--- config.mk ---
export PLATFORM = sky130hd
export DESIGN_NAME = baccarat_ctrl
export DESIGN_NICKNAME = d
export VERILOG_FILES = /design/src/rtl/baccarat_ctrl.sv
export SDC_FILE = /design/constraint.sdc
export NUM_CORES = 1
export LEC_CHECK = 0
export CAP_MARGIN = 20
export CORE_AREA = 2 2 39 41
export DETAILED_ROUTE_END_ITERATION = 10
export DIE_AREA = 0 0 41 43
export MAX_ROUTING_LAYER = met4
export PLACE_DENSITY = 0.69
export RECOVER_POWER = 50
export SYNTH_ARGS = -nofsm -noshare
export SYNTH_HDL_FRONTEND = slang
export SYNTH_SLANG_ARGS = --single-unit
--- constraint.sdc ---
create_clock -name slow_clock -period 3.6 [get_ports slow_clock]
set_input_delay 0.54 -clock slow_clock [delete_from_list [all_inputs] [get_ports slow_clock]]
set_output_delay 0.54 -clock slow_clock [all_outputs]
set_load 0.02 [all_outputs]
--- src/rtl/baccarat_ctrl.sv ---
// Baccarat round sequencer.
// Steps through the deal one key press at a time, strobing each card register
// in deal order, then applies the natural, player-draw and banker-draw rules
// before settling in DONE with the win lights.
module baccarat_ctrl (
    input  logic       slow_clock,
    input  logic       resetb,
    input  logic [3:0] pscore,
    input  logic [3:0] dscore,
    input  logic [3:0] pcard3,
    output logic       load_pcard1,
    output logic       load_pcard2,
    output logic       load_pcard3,
    output logic       load_dcard1,
    output logic       load_dcard2,
    output logic       load_dcard3,
    output logic       player_win_light,
    output logic       dealer_win_light,
    output logic       round_done
);

    localparam logic [3:0] IDLE  = 4'd0;
    localparam logic [3:0] DP1   = 4'd1;
    localparam logic [3:0] DD1   = 4'd2;
    localparam logic [3:0] DP2   = 4'd3;
    localparam logic [3:0] DD2   = 4'd4;
    localparam logic [3:0] EVAL1 = 4'd5;
    localparam logic [3:0] DP3   = 4'd6;
    localparam logic [3:0] EVAL2 = 4'd7;
    localparam logic [3:0] DD3   = 4'd8;
    localparam logic [3:0] DONE  = 4'd9;

    logic [3:0] state;
    logic [3:0] next_state;
    logic [3:0] p3v;
    logic       is_natural;
    logic       banker_draws;

    // Face cards and tens count as zero toward the banker decision.
    always_comb begin
        p3v = 4'd0;
        if (pcard3 >= 4'd1 && pcard3 <= 4'd9) begin
            p3v = pcard3;
        end
    end

    // Banker tableau once the player has taken a third card.
    always_comb begin
        banker_draws = 1'b0;
        case (dscore)
            4'd0, 4'd1, 4'd2: banker_draws = 1'b1;
            4'd3:             banker_draws = (p3v != 4'd8);
            4'd4:             banker_draws = (p3v >= 4'd2) && (p3v <= 4'd7);
            4'd5:             banker_draws = (p3v >= 4'd4) && (p3v <= 4'd7);
            4'd6:             banker_draws = (p3v >= 4'd6) && (p3v <= 4'd7);
            default:          banker_draws = 1'b0;
        endcase
    end

    // Next-state logic: fixed deal order, then the two decision points.
    always_comb begin
        next_state = state;
        is_natural = (pscore >= 4'd8) || (dscore >= 4'd8);
        case (state)
            IDLE:  next_state = DP1;
            DP1:   next_state = DD1;
            DD1:   next_state = DP2;
            DP2:   next_state = DD2;
            DD2:   next_state = EVAL1;
            EVAL1: begin
                if (is_natural) begin
                    next_state = DONE;
                end else if (pscore <= 4'd5) begin
                    next_state = DP3;
                end else if (dscore <= 4'd5) begin
                    next_state = DD3;
                end else begin
                    next_state = DONE;
                end
            end
            DP3:   next_state = EVAL2;
            EVAL2: next_state = banker_draws ? DD3 : DONE;
            DD3:   next_state = DONE;
            DONE:  next_state = DONE;
            default: next_state = IDLE;
        endcase
    end

    // State register; reset is sampled on the same edge that loads cards.
    always_ff @(posedge slow_clock) begin
        if (!resetb) begin
            state <= IDLE;
        end else begin
            state <= next_state;
        end
    end

    // Moore outputs; only the lights also look at the live scores in DONE.
    always_comb begin
        load_pcard1      = 1'b0;
        load_pcard2      = 1'b0;
        load_pcard3      = 1'b0;
        load_dcard1      = 1'b0;
        load_dcard2      = 1'b0;
        load_dcard3      = 1'b0;
        player_win_light = 1'b0;
        dealer_win_light = 1'b0;
        round_done       = 1'b0;
        case (state)
            DP1: load_pcard1 = 1'b1;
            DD1: load_dcard1 = 1'b1;
            DP2: load_pcard2 = 1'b1;
            DD2: load_dcard2 = 1'b1;
            DP3: load_pcard3 = 1'b1;
            DD3: load_dcard3 = 1'b1;
            DONE: begin
                round_done       = 1'b1;
                player_win_light = (pscore >= dscore);
                dealer_win_light = (dscore >= pscore);
            end
            default: ;
        endcase
    end

endmodule

After elaboration in Yosys (flattened, before gate mapping)
Index checks and enable logic that the tools add are counted.
{ "totals": {"ff_bits": 4, "inputBits": 14, "output_inout_bits": 9, "wordCells": 54} }
{ "op_classes": {"order_cmp": 12, "eq_ne": 16, "muxes": 16, "n_reduce_logical": 9} }
{ "op_table": {"columns": ["op", "count"], "rows": [
  ["one-hot mux 4 bit (9 select lines)", 1],
  ["equality test 4 x 3 -> 1 bit (second input constant)", 7],
  ["equality test 4 x 2 -> 1 bit (second input constant)", 4],
  ["<= comparator 4 x 3 -> 1 bit (second input constant)", 3],
  ["two-way mux 4 bit", 3],
  ["two-way mux 1 bit", 11],
  ["equality test 4 x 1 -> 1 bit (second input constant)", 2],
  ["equality test 4 bit (second input constant)", 2],
  ["greater-or-equal comparator 4 x 3 -> 1 bit (second input constant)", 2],
  ["greater-or-equal comparator 4 bit", 2],
  ["greater-or-equal comparator 4 bit (second input constant)", 2],
  ["logical NOT 4 bit", 2],
  ["one-hot mux 1 bit (5 select lines)", 1],
  ["greater-or-equal comparator 4 x 1 -> 1 bit (second input constant)", 1],
  ["greater-or-equal comparator 4 x 2 -> 1 bit (second input constant)", 1],
  ["<= comparator 4 bit (second input constant)", 1],
  ["logical AND 1 bit", 4],
  ["!= test 4 bit (second input constant)", 1],
  ["OR reduction 3 bit", 1],
  ["OR reduction 2 bit", 1],
  ["logical OR 1 bit", 1]
]} }

Logic depth before layout (Yosys ltp)
{ "logic_depth": {"word_depth": 8, "ltp_mapped": 6} }

Least setup slack after synthesis
OpenSTA, ideal clock, no wires.
{ "synth_timing": {"path_type": "in2out", "start": "in pscore[1]", "end": "out dealer_win_light", "t_arrival_ps": 1761, "slack_ps": 1299, "stages": 6, "path_buffers": 0, "cell_sequence": "inv_1 ha_1 nor2b_1 o21a_1 o21ai_1 a311oi_1"} }
{ "synth_between": {"elab_chain_len": 2} }
{ "synth_rtl": {"columns": ["element", "line", "source"], "rows": [
  ["from (decl)", "8", "input logic [3:0] pscore,"],
  ["greater-or-equal comparator 4 bit", "119", "dealer_win_light = (dscore >= pscore);"],
  ["two-way mux 1 bit", "109", "case (state)"],
  ["to (decl)", "18", "output logic dealer_win_light,"]
]} }
Every way passes these cells.

Worst setup path in the final report
{ "layout_timing": {"start": "in pscore[1]", "end": "out player_win_light"} }
{ "layout_between": {"elab_chain_len": 2} }
{ "layout_rtl": {"columns": ["element", "line", "source"], "rows": [
  ["greater-or-equal comparator 4 bit", "118", "player_win_light = (pscore >= dscore);"],
  ["two-way mux 1 bit", "109", null],
  ["to (decl)", "17", "output logic player_win_light,"]
]} }
Every way passes these cells.

==> flow_summary.ini <==
[grt]
grt_max_degree = 10
grt_busiest_layer = met2
grt_pass1_vias = 429
overflow = 0
grt_pass1_wl_mm = 1.662
use_met2_pct = 22.50
use_met3_pct = 1.571
met1_usage_pct = 16.03
antenna_found_initial = 0
grt_usage_pct = 13.77

[sta]
hold_violations = 0
finalClockSkew_ps = 3.192
finalCritPeriodShare_pct = 87.41
tns_ps = 0
worstMarginPinSlew_ps = 378.2
slew_violations = 0
holdWs_ps = 644.8
max_freq_ghz = 0.3178
rsz0062_at_grt = false
setup_viol_count_final = 0
slew_headroom_pct = 74.43
period_needed_ps = 3147

[worst_hold_path]
hold_path_end = state[2]$_SDFF_PN0_
hp-start = state[2]$_SDFF_PN0_
hold_path.class = reg2reg
holdPathStages = 2

[synth]
synth_most_common_cell = nor2_1
synth_largest_area_cell = dfxtp_1
synth_cell_types = 27
syn_nets = 77
synth_top_cell_area_share_pct = 18.08
async_flop_share_pct = 0
yosysSeqAreaShare_pct = 18.08
syn_area_um2 = 442.9
synth_edf_count = 0
ys_warn_count = 0
yosys-top-cells-area = dfxtp_1 (18%), ha_1 (11%), nor2_1 (7.6%)
avgSynthCellArea_um2 = 7.507
netlist_top_cells_count = nor2_1 (9), inv_1 (6), nor3_1 (6)
synthCells = 59
ys_ff_latch = 4
synth_ff_type = dfxtp_1

[critical_path]
startpoint_type = primary input
ff2ff_setup_slack_ps = 2420
crit-reg2reg-launch = state[2]$_SDFF_PN0_
crit_required_ps = 3060
critPathCaptureType = output pin
r2r_end = state[0]$_SDFF_PN0_
path_class = in2out
cp.arrival_ps = 2610
crit_start = pscore[1]
path_max_fanout = 3
reg2reg_depth = 4

[floorplan]
initial_utilization_pct = 32.01
ios = 23
core.rowCount = 14
coreArea_mm2 = 0.001384
die_y_um = 43
die_area_mm2 = 0.001763
dieWidth_um = 41

[clock_tree]
clock_latency_ps = 240
clock_path_buffers = 2
cts_buffers = 3
cts_resized = 0
cts_hold_buf = 0
cts_setup_buffers = 0
root_buffer = clkbuf_4
ctsHtreeMaxLevel = 1
cts_tree = done
cts.sinks = 4
clk_pin_slew_ps = 40

[power]
p_leak_nw = 0.2851
power_uw = 169.6
power_density_mw_per_mm2 = 242.9
ir_worst_vdd_v = 0.0001276

[final_layout]
num-nets-final = 103
final_layout_size_suffix_gt1_share_pct = 10.84
areaGrowthSynthToFinish_pct = 57.63
diodes = 0
largest-register = state
top_regs = state (4)
largest_reg_flops = 4

[place]
io_buffer_count = 22
dpl.hpwl_um = 876.3
place.gp.congestion = 0.7116

[drt]
detail-route-antenna-nets = 0
vias_per_cell = 5.111
wl_per_cell_um = 10.17
drt_iter0_drc = 8
firstDrtPassIters = 4
drc = 0
postRouteWirelength_mm = 1.007
vias = 506

[run_status]
status = complete, no violations

[flow_run]
maxCapViolations = 0
-- critical path, stage by stage --
cell and delay [ps]:
clkdlybuf4s50_1 500, inv_1 50, ha_1 290, nor2b_1 130, o21a_1 160, o21ai_1 180
a31o_1 160, clkdlybuf4s50_1 590
-- per-stage QoR --
| stage | cell area (µm²) | utilization [%] | worst slack, ps | instances |
|---|---|---|---|---|
| after global routing | 698.2 | 50.45 | 348.8 | 99 |
| final | 698.2 | 50.45 | 453.4 | 99 |
| after CTS | 698.2 | 50.45 | 452.9 | 99 |
| after global placement | 675.6 | 48.82 | 489.8 | 96 |
| after floorplan | 442.9 | - | 1299 | 59 |
| after detailed placement | 675.6 | 48.82 | 453.5 | 96 |
-- power breakdown --
group,total (mW),switching [mW],internal (mW)
logic,0.0587,0.0268,0.0319
clock network,0.0562,0.0189,0.0373
registers,0.0546,0.00697,0.0476
-- per-layer routing --
metal  up-vias  share of wire (%)
met5         -                  0
li1        268                  -
met1       217                 44
met2        19                 50
met3         2                4.6
met4         0                1.6
-- final cells by class --
cell class,instances,area (µm²)
fillers,151,685.7
well taps,16,20.02
clock buffers,3,22.52
multi-input cells,48,332.8
flip-flops and latches,4,80.08
repair buffers,22,220.2
inverters,6,22.52
-- cell usage in the layout (no fill, tap or decap), types with 2 or more instances in the layout --
cell type and n:
nand2_1 2, dlygate4sd3_1 3, a21oi_1 2, dfxtp_1 4
nand4_1 2, nor3_1 6, a311oi_1 2, nor2_1 9
o21a_1 2, nand2b_1 3, clkbuf_4 3, inv_1 6
ha_1 4, clkdlybuf4s50_1 19
-- worst max-delay path by stage --
stage	to	slack, ps
finish	player_win_light	450
global route	player_win_light	350
CTS	player_win_light	450
detailed placement	player_win_light	450
global placement	dealer_win_light	490
floorplan	dealer_win_light	1300
-- logic make-up (layout without fill, tap and decap cells) --
group | after synthesis | in the layout | share of synthesized area [%]
compound gates | 16 | 16 | 27.40
flops | 4 | 4 | 18.08
buf+inv | 7 | 31 | 6.780
fa+ha+maj | 4 | 4 | 11.30
simple gates | 28 | 28 | 36.44
No activity file was read; power rests on OpenSTA's default activity.
==> patch 1, RTL diff (same flow settings) <==
Reset style: asynchronous (`resetb`), changed in one clocked block.
--- a/src/rtl/baccarat_ctrl.sv
+++ b/src/rtl/baccarat_ctrl.sv
@@ -88,5 +88,5 @@
 
     // State register; reset is sampled on the same edge that loads cards.
-    always_ff @(posedge slow_clock) begin
+    always_ff @(posedge slow_clock or negedge resetb) begin
         if (!resetb) begin
             state <= IDLE;
Behaviour: differs if resetb is asserted again (counterexample within 4 cycles, from zero or initial values and one cycle with resetb low); with resetb held inactive, the same outputs for 10 cycles.
==> patch 1 against the original RTL <==
- sequential cell count did not move
- global-route usage up 1.5 points
- synthesized area shrank 4.2%
- cell area down 1.6%
- worst hold slack lost 0.092 ns
- highest routed layer unchanged
- critical path depth is the same
- non-clock buffer count stayed put
- routed wire length is 8.2% higher
- worst setup slack got worse by 0.040 ns
Power is not compared: it rests on default switching activity, and its combinational part moved more than twofold at a synthesized area within 25%.
==> patch 1: results <==
[placement]
dp.cells = 93
io_buffers = 22
dp_hpwl_um = 877.3
placement.cell_area_sq_um = 664.4
place_congestion = 0.7093
pre_cts_ws_ns = 0.4004

[worst_setup_path]
r2r-start = "state[3]"
rrSetupSlack_ns = 2.19
reg2reg_depth = 3
slowest_delay_ns = 0.53
crit_arrival_ns = 2.65
cp_max_fo = 3
worst_r2r_endpoint = "state[0]"

[grt]
antenna_found_initial = 0
grt_use_met3_pct = 3.141
grt_max_degree = 9
grt_pass1_vias = 451
use_met1_pct = 18.83
grt_use_met2_pct = 22.50
track_usage_pct = 15.27
grt_pass1_wl_mm = 1.794

[routing]
routed_wl_mm = 1.090
vias = 484
first_iter_violations = 9
dr.pass1.iters = 4

[yosys]
ys_seq_area_share_pct = 23.60
synth_area_leaders = "dfrtp_1 (24%), ha_1 (12%), nor2_1 (6.2%)"
synth_flop_cell = "dfrtp_1"
ys_top_cells_by_count = "nor2_1 (7), inv_1 (6), o21ai_0 (5)"
synth_nets = 73
synthArstFlopShare_pct = 100.0
synth.distinct_cells = 25
avgSynthCellArea_sq_um = 7.712
yosysWarnings = 0

[clocking]
cts_setup_buffers = 0
clk_latency_ns = 0.24
clockBufferDepth = 2
root_buffer = "clkbuf_4"

[timing]
fin_ws_ns = 0.4131
max_slew.worst_pin.slew_ns = 0.2713
hold_ws_ns = 0.5532
finClkSkew_ns = 0.006564

[hold_path]
hold_start = "state[3]"
worstHoldEndpoint = "state[1]"
hold_path_depth = 1

[pwr]
ir_drop_mv = 0.2194

[final_layout]
finalNetCount = 100
num-fill-cells = 146
drive_gt1_share_pct = 10.00
final_cells = 96
diodes = 0

[outcome]
status = "completed"
[patch 1: layout make-up]
cell class	count	area (sq um)	share of cell area, %
clock buffers	3	22.52	3.279
well taps	16	20.02	2.914
repair buffers	22	220.2	32.06
multi-input cells	45	301.5	43.90
flip-flops and latches	4	100.1	14.57
inverters	6	22.52	3.279
[patch 1: power by group]
part / leakage [uW] / switching, uW / internal, uW / total, uW
registers: 0.0000505 / 33.1 / 63.9 / 97.0
clock network: 0.0000138 / 20.8 / 37.5 / 58.2
logic: 0.000224 / 100 / 97.9 / 198
[patch 1: metal layers]
metal / vias up / wire [um]
li1: 253 / -
met1: 215 / 521
met2: 14 / 525
met3: 2 / 35
met4: 0 / 8
met5: - / 0
[patch 1: worst register-to-register path, delay by kind of cell, from the launching register on]
| family | cells | cell delay [ns] |
|---|---|---|
| AOI/OAI and AO/OA | 1 | 0.12 |
| and+or+nand+nor | 2 | 0.78 |
| DFF | 1 | 0.44 |
[patch 1: worst max path at each step]
stage	start	endpoint	cells past startpoint
after detailed placement	pscore[1]	player_win_light	8
after global routing	pscore[1]	dealer_win_light	8
final	pscore[1]	dealer_win_light	8
after global placement	pscore[1]	dealer_win_light	8
after floorplan	pscore[1]	player_win_light	6
after CTS	pscore[1]	dealer_win_light	8
[patch 1: kinds of logic after synthesis]
family                     count (synthesis)  synth area share (%)
and+or+nand+nor                           25                 34.52
AOI/OAI and AO/OA                         16                 24.78
buffers and inverters                      6                 5.309
adders and majority gates                  4                 11.80
DFF                                        4                 23.60
[patch 1: through the flow]
stage               total power [uW]  utilization, %
floorplan                      210.6               -
global placement               294.2           48.01
detailed placement             295.9           48.01
CTS                            356.4           49.64
global route                   381.9           49.64
finish                         353.6           49.64
==> patch 2, RTL diff (same flow settings) <==
Without the edit above. Register the input `dscore` before use, without a reset. The logic sees it one clock later. The other inputs are not delayed to match.
--- a/src/rtl/baccarat_ctrl.sv
+++ b/src/rtl/baccarat_ctrl.sv
@@ -31,4 +31,10 @@
     localparam logic [3:0] DONE  = 4'd9;
 
+    logic [3:0] dscore_q;
+
+    always_ff @(posedge slow_clock) begin
+        dscore_q <= dscore;
+    end
+
     logic [3:0] state;
     logic [3:0] next_state;
@@ -48,5 +54,5 @@
     always_comb begin
         banker_draws = 1'b0;
-        case (dscore)
+        case (dscore_q)
             4'd0, 4'd1, 4'd2: banker_draws = 1'b1;
             4'd3:             banker_draws = (p3v != 4'd8);
@@ -61,5 +67,5 @@
     always_comb begin
         next_state = state;
-        is_natural = (pscore >= 4'd8) || (dscore >= 4'd8);
+        is_natural = (pscore >= 4'd8) || (dscore_q >= 4'd8);
         case (state)
             IDLE:  next_state = DP1;
@@ -73,5 +79,5 @@
                 end else if (pscore <= 4'd5) begin
                     next_state = DP3;
-                end else if (dscore <= 4'd5) begin
+                end else if (dscore_q <= 4'd5) begin
                     next_state = DD3;
                 end else begin
@@ -116,6 +122,6 @@
             DONE: begin
                 round_done       = 1'b1;
-                player_win_light = (pscore >= dscore);
-                dealer_win_light = (dscore >= pscore);
+                player_win_light = (pscore >= dscore_q);
+                dealer_win_light = (dscore_q >= pscore);
             end
             default: ;
Function: changed (Yosys sat finds a counterexample within 10 cycles, from zero or initial values and one cycle with resetb low).
==> patch 2 against the original RTL <==
- total power rose by 29%
- synthesized area rose by 16%
- global-route usage rose by 1.2 points
- first-iteration DRC count fell by 38%
- sequential cell count rose by 4
- non-clock buffer count did not move
- worst setup slack got worse by 0.091 ns
- cell area rose by 9.5%
- routed wire length rose by 8.1%
- register-to-register slack got worse by 0.26 ns
==> patch 2: results <==
[clocking]
cts_made_buffers = 3
clk_pin_slew_ns = 0.05
h-tree-depth = 1
clockBufferDepth = 2

[final_layout]
num-fill-cells = 134
drive_gt1_share_pct = 4.706
finalNetCount = 105
reg_top3 = "dscore_q: 4 flops, state: 4 flops"

[yosys]
synthArstFlopShare_pct = 0
synth.distinct_cells = 28
ys_top_cells_by_count = "dfxtp_1 (8), nor3_1 (6), nor2_1 (5)"
ys_seq_area_share_pct = 31.30
yosysWarnings = 0
synth_flop_cell = "dfxtp_1"
synth_area_leaders = "dfxtp_1 (31%), ha_1 (9.8%), nor3_1 (5.9%)"
synth_nets = 80

[grt]
track_usage_pct = 14.95
grt_pass1_wl_mm = 1.752
grt_max_degree = 12
antenna_found_initial = 0
grt_pass1_vias = 483

[timing]
max_slew.worst_pin.slew_ns = 0.3788
finClkSkew_ns = 0.0004117

[worst_setup_path]
crit_arrival_ns = 2.70
rrSetupSlack_ns = 2.16
cp_max_fo = 2

[placement]
dp_hpwl_um = 906.7
place_congestion = 0.8088

[routing]
wl_per_cell_um = 10.78
first_iter_violations = 5
dr.pass1.iters = 4
vias_per_cell = 5.267

[outcome]
status = "completed"

[pwr]
p_leak_uw = 0.0003034
ir_drop_mv = 0.1675

[hold_path]
hold_start = "state[1]"
worstHoldEndpoint = "state[1]"
==> patch 2: layout make-up <==
cell class	instances	area, sq um	area share, %
multi-input cells	48	326.6	42.72
repair buffers	22	220.2	28.81
flip-flops and latches	8	160.2	20.95
clock buffers	3	22.52	2.946
well taps	16	20.02	2.619
inverters	4	15.01	1.964
==> patch 2: cell families (layout without fill, tap and decap cells) <==
family / after synthesis / in the layout / synth area share [%]
buffers and inverters: 6 / 29 / 4.889
adder cells (fa/ha/maj): 4 / 4 / 9.780
AO/OA/AOI/OAI: 16 / 16 / 22.01
AND/OR/NAND/NOR: 28 / 28 / 32.03
flip-flops: 8 / 8 / 31.30
==> patch 2: power breakdown <==
part,leakage [uW],switching (uW),internal [uW],total (uW)
logic,0.000223,22.1,31.0,53.1
registers,0.0000666,8.78,94.3,103
clock network,0.0000138,25.3,37.8,63.1
total,0.000303,56.1,163,219
==> patch 2: worst max path at each step <==
stage	startpoint	to	slack, ns	cells after the start
after global routing	pscore[1]	player_win_light	0.24	8
after floorplan	pscore[1]	player_win_light	1.04	6
after detailed placement	pscore[1]	player_win_light	0.36	8
final	pscore[1]	player_win_light	0.36	8
after global placement	pscore[1]	player_win_light	0.38	8
after CTS	pscore[1]	player_win_light	0.34	8
==> patch 2: per-stage QoR <==
stage / area [sq um] / setup slack, ns / std cells / utilization [%] / hold slack, ns
2_1_floorplan: 511.7 / 1.044 / 62 / - / 0.5677
3_3_place_gp: 742.0 / 0.3818 / 98 / 53.62 / 0.6414
3_5_place_dp: 742.0 / 0.3610 / 98 / 53.62 / 0.6418
4_1_cts: 764.5 / 0.3427 / 101 / 55.24 / 0.6479
5_1_grt: 764.5 / 0.2361 / 101 / 55.24 / 0.7227
6_report: 764.5 / 0.3629 / 101 / 55.24 / 0.6557
==> patch 2: critical path: stages <==
cell and delay, ns:
clkdlybuf4s50_1 0.48, inv_1 0.05, ha_1 0.28, nor2b_1 0.13, o21a_1 0.16, o21a_1 0.18, o41ai_1 0.23, clkdlybuf4s50_1 0.66
==> patch 2: layer usage <==
metal / track usage [%] / up-vias / part of all wire, %
li1: - / 272 / -
met4: 11.33 / 0 / 0.83
met5: - / - / 0
met1: 15.86 / 244 / 45
met3: 3.665 / 2 / 4.6
met2: 22.50 / 14 / 49
